## config.mk

```make
export PLATFORM = sky130hd
export DESIGN_NAME = serial_sub_unit
export DESIGN_NICKNAME = d
export VERILOG_FILES = /design/src/rtl/serial_sub_unit.sv
export SDC_FILE = /design/constraint.sdc
export NUM_CORES = 1
export LEC_CHECK = 0
export ABC_AREA = 1
export CAP_MARGIN = 10
export CORE_MARGIN = 2
export CORE_UTILIZATION = 43
export CTS_CLUSTER_SIZE = 10
export DETAILED_ROUTE_END_ITERATION = 10
export GPL_TIMING_DRIVEN = 1
export HOLD_SLACK_MARGIN = 0.15
export PLACE_DENSITY = 0.67
export SKIP_CTS_REPAIR_TIMING = 1
export SYNTH_ARGS = -nofsm -noshare
export SYNTH_HDL_FRONTEND = slang
export SYNTH_SLANG_ARGS = --single-unit
```

## constraint.sdc

```tcl
create_clock -name clk -period 1.6 [get_ports clk]
set_clock_uncertainty 0.15 [all_clocks]
set_input_delay 0.24 -clock clk [delete_from_list [all_inputs] [get_ports clk]]
set_output_delay 0.24 -clock clk [all_outputs]
set_load 0.1 [all_outputs]
```

## src/rtl/serial_sub_unit.sv

```systemverilog
// serial_sub_unit
//   Bit-serial unsigned subtractor. It computes a - b LSB-first, one bit per
//   clock. Each bit passes through a full-subtract slice, which is two chained
//   half-subtract stages plus a registered borrow.
//
// Ports
//   clk        : system clock; all state changes on the rising edge
//   rst_n      : asynchronous active-low reset
//   start      : begin an operation; sampled only while idle
//   a, b       : minuend / subtrahend; captured on the accepted start edge
//   busy       : high while an operation is shifting or signalling done
//   done       : one-cycle pulse; diff/borrow_out hold the new result
//   diff       : (a - b) mod 2^WIDTH; holds until the next completion
//   borrow_out : final borrow; 1 when a < b (unsigned)
module serial_sub_unit #(
  parameter int WIDTH = 8
) (
  input  logic             clk,
  input  logic             rst_n,
  input  logic             start,
  input  logic [WIDTH-1:0] a,
  input  logic [WIDTH-1:0] b,
  output logic             busy,
  output logic             done,
  output logic [WIDTH-1:0] diff,
  output logic             borrow_out
);

  localparam int CNT_W = $clog2(WIDTH + 1);
  localparam logic [CNT_W-1:0] LAST_CNT = CNT_W'(WIDTH - 1);

  typedef enum logic [1:0] {
    IDLE  = 2'd0,
    SHIFT = 2'd1,
    DONE  = 2'd2
  } state_t;

  // Full subtractor built from two half-subtract stages.
  // The return value is {borrow_out, difference}.
  function automatic logic [1:0] full_sub(input logic x, input logic y, input logic bin);
    logic d1;
    logic b1;
    logic d;
    logic b2;
    d1 = x ^ y;
    b1 = ~x & y;
    d  = d1 ^ bin;
    b2 = ~d1 & bin;
    return {b1 | b2, d};
  endfunction

  state_t             state_r;
  state_t             state_nxt_s;
  logic [WIDTH-1:0]   a_sh_r;
  logic [WIDTH-1:0]   b_sh_r;
  logic [WIDTH-1:0]   res_r;
  logic [WIDTH-1:0]   res_nxt_s;
  logic               borrow_r;
  logic [CNT_W-1:0]   cnt_r;
  logic [1:0]         slice_s;
  logic               busy_r;
  logic               done_r;
  logic [WIDTH-1:0]   diff_r;
  logic               borrow_out_r;

  // Current bit slice, and the result register after this bit is shifted in at the MSB.
  always_comb begin
    slice_s   = full_sub(a_sh_r[0], b_sh_r[0], borrow_r);
    res_nxt_s = {slice_s[0], res_r[WIDTH-1:1]};
  end

  // Next-state logic.
  always_comb begin
    state_nxt_s = state_r;
    case (state_r)
      IDLE: begin
        if (start) begin
          state_nxt_s = SHIFT;
        end else begin
          state_nxt_s = IDLE;
        end
      end
      SHIFT: begin
        if (cnt_r == LAST_CNT) begin
          state_nxt_s = DONE;
        end else begin
          state_nxt_s = SHIFT;
        end
      end
      DONE:    state_nxt_s = IDLE;
      default: state_nxt_s = IDLE;
    endcase
  end

  // State register. busy/done are registered from the next state, so they
  // line up exactly with the state they describe.
  always_ff @(posedge clk or negedge rst_n) begin
    if (!rst_n) begin
      state_r <= IDLE;
      busy_r  <= 1'b0;
      done_r  <= 1'b0;
    end else begin
      state_r <= state_nxt_s;
      busy_r  <= (state_nxt_s != IDLE);
      done_r  <= (state_nxt_s == DONE);
    end
  end

  // Datapath: load operands, shift one bit per edge, publish the result on the last bit.
  always_ff @(posedge clk or negedge rst_n) begin
    if (!rst_n) begin
      a_sh_r       <= {WIDTH{1'b0}};
      b_sh_r       <= {WIDTH{1'b0}};
      res_r        <= {WIDTH{1'b0}};
      borrow_r     <= 1'b0;
      cnt_r        <= {CNT_W{1'b0}};
      diff_r       <= {WIDTH{1'b0}};
      borrow_out_r <= 1'b0;
    end else begin
      case (state_r)
        IDLE: begin
          if (start) begin
            a_sh_r   <= a;
            b_sh_r   <= b;
            res_r    <= {WIDTH{1'b0}};
            borrow_r <= 1'b0;
            cnt_r    <= {CNT_W{1'b0}};
          end
        end
        SHIFT: begin
          a_sh_r   <= {1'b0, a_sh_r[WIDTH-1:1]};
          b_sh_r   <= {1'b0, b_sh_r[WIDTH-1:1]};
          res_r    <= res_nxt_s;
          borrow_r <= slice_s[1];
          cnt_r    <= cnt_r + CNT_W'(1);
          // The result register is published together with the bit that is
          // being computed on this edge.
          if (cnt_r == LAST_CNT) begin
            diff_r       <= res_nxt_s;
            borrow_out_r <= slice_s[1];
          end
        end
        default: begin
          cnt_r <= cnt_r;
        end
      endcase
    end
  end

  assign busy       = busy_r;
  assign done       = done_r;
  assign diff       = diff_r;
  assign borrow_out = borrow_out_r;

endmodule

```

==> results of run 1 <==
[power by group]
group          internal, mW  leakage [nW]  total, mW  switching [mW]
combinational         0.954         0.574       2.65            1.70
sequential             1.48         0.522       1.82           0.341
clock                 0.301        0.0439      0.666           0.365
[synth_stat cells]
cell type   n  area, sq um
nand2_1    79          297
nand3_1    42          210
dfrtp_1    41         1030
buf_6       6         67.6
inv_1       4         15.0
nor2_1      4         15.0
buf_2       2         10.0
nand2_2     2         12.5
nand2_4     2         22.5
nor2_4      2         22.5
a21oi_1     1         5.00
fa_1        1         20.0
ha_1        1         12.5
inv_2       1         3.75
inv_6       1         8.76
nand3_2     1         10.0
nand4_1     1         6.26
o21ai_0     1         5.00
o21bai_1    1         7.51
o22ai_1     1         6.26
[layer usage]
metal / wire (microns) / GRT usage, % / up-vias / share of wire, %
met5: 0 / 0 / - / 0
met4: 85 / 9.25 / 0 / 2.5
met3: 137 / 5.10 / 8 / 4.1
met2: 1490 / 28.2 / 26 / 44
met1: 1640 / 22.7 / 646 / 49
li1: - / - / 696 / -
[worst max-delay path: stages, from the launching register on]
cell and delay, ns:
dfrtp_1 0.42, ha_1 0.21, nand2_1 0.07, nor2_1 0.17
nand2_2 0.18, nand2_1 0.10, nand2_1 0.05
[cell type report]
class	instances	area, sq um
fill	347	1670
multi-input combinational	139	652
clock buffer	5	68.8
tap	50	62.6
inverter	6	27.5
timing repair buffer	35	480
clock inverter	3	17.5
sequential	41	1030
[stage by stage]
stage / area [sq um] / hold WS, ns / util [%] / power, mW / setup slack [ns]
CTS: 2320 / -0.273 / 58.1 / 5.19 / 0.139
global route: 2330 / 0.288 / 58.4 / 5.49 / 0.0103
detailed placement: 2240 / 0.0557 / 56.0 / 4.51 / 0.134
global placement: 2240 / 0.0481 / 56.0 / 4.48 / 0.144
floorplan: 1780 / -0.206 / - / 3.66 / 0.294
finish: 2330 / 0.252 / 58.4 / 5.14 / 0.160
[state kept, by name (all words and copies together) (netlist names)]
| signal | count |
|---|---|
| a_sh_r | 8 |
| b_sh_r | 8 |
| diff | 8 |
| res_r | 7 |
| cnt_r | 4 |
| state_r | 2 |
| borrow_out | 1 |
| borrow_r | 1 |
| busy | 1 |
| done | 1 |
[worst paths after layout]
kind                                      start               endpoint  slack (ns)  cells after the start
max                        cnt_r[0]$_DFFE_PN0P_    diff[4]$_DFFE_PN0P_        0.16                      6
min                                       rst_n    diff[1]$_DFFE_PN0P_        0.25                      2
max reg2reg                cnt_r[0]$_DFFE_PN0P_    diff[4]$_DFFE_PN0P_        0.16                      6
min reg2reg                res_r[1]$_DFFE_PN0P_    diff[0]$_DFFE_PN0P_        0.33                      2
max in group asynchronous                 rst_n   borrow_r$_DFFE_PN0P_        0.57                      3
min in group clk                           a[7]  a_sh_r[7]$_DFFE_PN0P_        0.32                      3
[kinds of logic after synthesis]
family / count (synthesis) / share of synthesized area [%]
flip-flops: 41 / 57.5
AO/OA/AOI/OAI: 4 / 1.33
buffers and inverters: 14 / 5.89
adder cells (fa/ha/maj): 2 / 1.82
AND/OR/NAND/NOR: 133 / 33.4
==> key figures, run 1 <==
Timing
  – Period utilization: 90.0%
  – Max_slew headroom: 72.1%
  – Final Hold Viols: 0
  – RSZ-0062 raised after global routing: false
  – Tmin final: 1.44 ns
  – Final TNS setup: 0 ns
  – Fmax: 694 MHz
  – Fin. max-slew vios: 0
  – Worst Max-Slew Pin Slew: 0.419 ns
  – Setup violators final: 0

CTS
  – Clock Path Buffers: 2
  – CTS HTree Levels: 2
  – Clock transition at path regs: 0.08 ns
  – Clock Latency Late Sink: 0.30 ns
  – Clock sink count: 41
  – CTS Root Cell: clkbuf_8
  – Num CTS Buffers: 5
  – TritonCTS clock tree: done

Worst setup path
  – Worst-path fanout max: 9
  – Startpoint types: flop
  – Crit. End Element: flop
  – WP data arrival: 1.48 ns
  – WS Path Type: flop to flop
  – WP data required: 1.64 ns

Global routing
  – Initial antenna violation count: 0
  – Total congestion overflow: 0
  – Largest net degree at the start of global routing: 28
  – Tot GR Track Use: 18.1%
  – Vias in the first global route: 1363
  – First-pass GRT wire length: 6140 microns

Power and ir drop
  – P_leak: 1.14 nW
  – Power density over the cells: 2200 mW/mm^2
  – Peak supply drop: 0.000751 V

Placed design
  – Dpl hpwl: 2220 microns
  – GPL Wtd Cong: 0.775
  – DP Cell Count: 270
  – IO Port Bufs: 29

Drt
  – Final ANT Viol Nets: 0
  – DRT Pass-1 Iters: 4
  – Via Count: 1376
  – Via/cell ratio: 4.93
  – WL final: 3350 microns
  – Routed len/inst: 12.0 microns
  – Initial DRC Count: 54
  – Drt drc: 0

Yosys
  – Post-Syn Area per Cell: 9.19 sq um
  – Netlist cell types: 20
  – FF+latch count, synth: 41
  – Mapped Area: 0.00178 sq mm
  – Seq/Total Area, Yosys: 57.5%
  – Synth Net Count: 215
  – Total number of yosys warnings: 0
  – Gate Count Post-Synth: 194

Min path
  – HP Class: primary input to async pin

Floorplanning
  – Die footprint: 0.00468 sq mm
  – I/O pin count: 30
  – Row cnt: 23
  – Die Ht: 68.4 microns
  – Die Width: 68.4 microns
  – Core Box Area: 0.00400 sq mm
  – Initial core utilization: 44.6%

Cells and area
  – Share of cells above drive strength 1: 14.8%
  – Cell Count, Final, Fillers Out: 279
  – Area growth syn-to-layout: 30.9%
  – Ant diodes: 0
  – Layout Nets: 249
  – Leading cell type in the layout, fill and taps excluded: nand2_1
  – Most frequent cells in the layout: 79 x nand2_1, 42 x nand3_1, 41 x dfrtp_1

Run
  – Max_cap viols: 0

Status
  – Status: completed
Note: power is estimated with default switching activity, not from simulation.
==> inputs of run 2 (changes only) <==
--- a/config.mk
+++ b/config.mk
@@ -7,6 +7,7 @@
 export LEC_CHECK = 0
 export ABC_AREA = 1
 export CAP_MARGIN = 10
+export CORE_ASPECT_RATIO = 1.75
 export CORE_MARGIN = 2
 export CORE_UTILIZATION = 43
 export CTS_CLUSTER_SIZE = 10
@@ -15,6 +16,7 @@
 export HOLD_SLACK_MARGIN = 0.15
 export PLACE_DENSITY = 0.67
 export SKIP_CTS_REPAIR_TIMING = 1
+export SLEW_MARGIN = 15
 export SYNTH_ARGS = -nofsm -noshare
 export SYNTH_HDL_FRONTEND = slang
 export SYNTH_SLANG_ARGS = --single-unit
==> key figures, run 2 (synthesized netlist as in run 1, its figures left out) <==
Cells and area
  – Leading cell type in the layout, fill and taps excluded: nand2_1
  – Layout Nets: 250 (+0.40%)
  – Ant diodes: 0 (unchanged)
  – Fillers: 374 (+7.8%)
  – Most frequent cells in the layout: 79 x nand2_1, 42 x nand3_1, 41 x dfrtp_1
  – Area growth syn-to-layout: 30.9% (unchanged)
  – Share of cells above drive strength 1: 14.9% (+0.065 points)

Timing
  – Worst Max-Slew Pin Slew: 0.236 ns (-0.183 ns)
  – Setup violators final: 0 (unchanged)
  – Final TNS setup: 0 ns (unchanged)
  – Tmin final: 1.41 ns (-0.0264 ns)
  – Max_slew headroom: 84.2% (+12 points)
  – RSZ-0062 raised after global routing: false
  – Fmax: 707 MHz (+1.9%)
  – Final hold slack: 0.305 ns (+0.0534 ns)
  – Final Hold Viols: 0 (unchanged)
  – Period utilization: 88.3% (-1.7 points)
  – Fin. max-slew vios: 0 (unchanged)

Placed design
  – GPL Wtd Cong: 0.747 (-3.6%)
  – IO Port Bufs: 29 (unchanged)
  – Dpl hpwl: 2250 microns (+1.4%)

Worst setup path
  – Crit. End Element: flop
  – WP data required: 1.63 ns (about the same)
  – R2R depth: 6 (unchanged)
  – Startpoint types: flop
  – WP data arrival: 1.45 ns (-0.03 ns)
  – WS Path Type: flop to flop
  – Worst-path fanout max: 5 (-4)

Power and ir drop
  – Int Pwr: 2.73 mW (-0.35%)
  – P_leak: 1.14 nW (-0.22%)
  – Net Switching: 2.38 mW (-0.91%)
  – Clock Power Share: 11.9% (-1.1 points)
  – Power density over the cells: 2190 mW/mm^2 (-0.61%)
  – Seq pwr share: 36.1% (+0.7 points)
  – Sw Share: 46.6% (-0.14 points)
  – Peak supply drop: 0.00143 V (+90%)
  – Combinational share of power: 52.0% (+0.4 points)

CTS
  – Clock Latency Late Sink: 0.29 ns (about the same)
  – CTS HTree Levels: 2 (unchanged)
  – Num CTS Buffers: 5 (unchanged)
  – Clock transition at path regs: 0.07 ns (about the same)
  – Clock sink count: 41 (unchanged)
  – Clock Path Buffers: 2 (unchanged)
  – CTS Root Cell: clkbuf_8
  – TritonCTS clock tree: done

Floorplanning
  – I/O pin count: 30 (unchanged)
  – Row cnt: 31 (+35%)
  – Die footprint: 0.00470 sq mm (+0.44%)
  – Core Box Area: 0.00407 sq mm (+1.8%)
  – Initial core utilization: 43.8% (-0.79 points)
  – Die Ht: 89.2 microns (+30%)
  – Die Width: 52.7 microns (-23%)

Global routing
  – First-pass GRT wire length: 6060 microns (-1.4%)
  – Vias in the first global route: 1388 (+1.8%)
  – Initial antenna violation count: 0 (unchanged)
  – Total congestion overflow: 0 (unchanged)
  – Tot GR Track Use: 17.5% (-0.59 points)
  – Largest net degree at the start of global routing: 42 (+50%)

Drt
  – Initial DRC Count: 34 (-37%)
  – WL final: 3400 microns (+1.4%)
  – Via/cell ratio: 5.06 (+2.6%)
  – Via Count: 1402 (+1.9%)
  – Drt drc: 0 (unchanged)
  – Routed len/inst: 12.3 microns (+2.2%)
  – Final ANT Viol Nets: 0 (unchanged)
  – DRT Pass-1 Iters: 4 (unchanged)

Min path
  – HP Class: primary input to async pin

Run
  – Max_cap viols: 0 (unchanged)

Status
  – Status: completed
-- run 2: cell types whose count changed in the layout (fill, tap and decap cells not counted), sizes merged --
| cell | before | now |
|---|---|---|
| nand2 | 83 | 84 |
| clkinvlp | 1 | 0 |
| clkinv | 2 | 1 |
-- run 2: worst paths after layout --
| path | start | to | slack [ns] |
|---|---|---|---|
| hold / removal | rst_n | diff[7]$_DFFE_PN0P_ | 0.31 |
| setup / recovery | cnt_r[0]$_DFFE_PN0P_ | diff[4]$_DFFE_PN0P_ | 0.19 |
| setup reg to reg | cnt_r[0]$_DFFE_PN0P_ | diff[4]$_DFFE_PN0P_ | 0.19 |
| min in group clk | res_r[1]$_DFFE_PN0P_ | diff[0]$_DFFE_PN0P_ | 0.33 |
| max in group asynchronous | rst_n | state_r[0]$_DFF_PN0_ | 0.79 |
| hold reg to reg | res_r[1]$_DFFE_PN0P_ | diff[0]$_DFFE_PN0P_ | 0.33 |
-- run 2: cell type report --
type                       instances  area, sq um  share of cell area, %
timing repair buffer              35          480                   20.6
clock buffer                       5         68.8                   2.95
clock inverter                     1         5.00                  0.214
inverter                           6         27.5                   1.18
tap                               49         61.3                   2.63
sequential                        41         1030                   43.9
multi-input combinational        140          666                   28.5
-- run 2: metal layers --
layer  wire, microns  vias up  global-route usage (%)  share of wire (%)
li1                -      697                       -                  -
met3             103        6                    4.18                3.0
met4              61        0                    8.16                1.8
met2            1780       30                    29.4                 52
met5               0        -                       0                  0
met1            1450      669                    20.7                 43
-- run 2: critical path, cell delays in order (launching register included) --
cell and delay, ns:
dfrtp_1 0.42, ha_1 0.21, nand2_1 0.11, nor2_4 0.16
nand2_2 0.12, nand2_1 0.09, nand2_1 0.05
-- run 2: metrics by stage --
stage                     utilization [%]  power (mW)  instance area (sq um)  instances  setup slack [ns]
after floorplan                         -        3.66                   1780        194             0.294
after global placement               54.9        4.46                   2240        269             0.126
after detailed placement             54.9        4.50                   2240        269             0.112
after CTS                            56.7        5.13                   2310        275             0.103
after global routing                 57.3        5.46                   2330        277            0.0269
final                                57.3        5.11                   2330        277             0.187
-- run 2: power groups by stage --
stage                     logic (mW)  clock network (mW)  registers [mW]
final                           2.66               0.609            1.84
after global routing            2.88               0.679            1.90
after CTS                       2.66               0.635            1.84
after detailed placement        2.65                   0            1.85
after global placement          2.62                   0            1.84
after floorplan                 1.04                   0            2.63
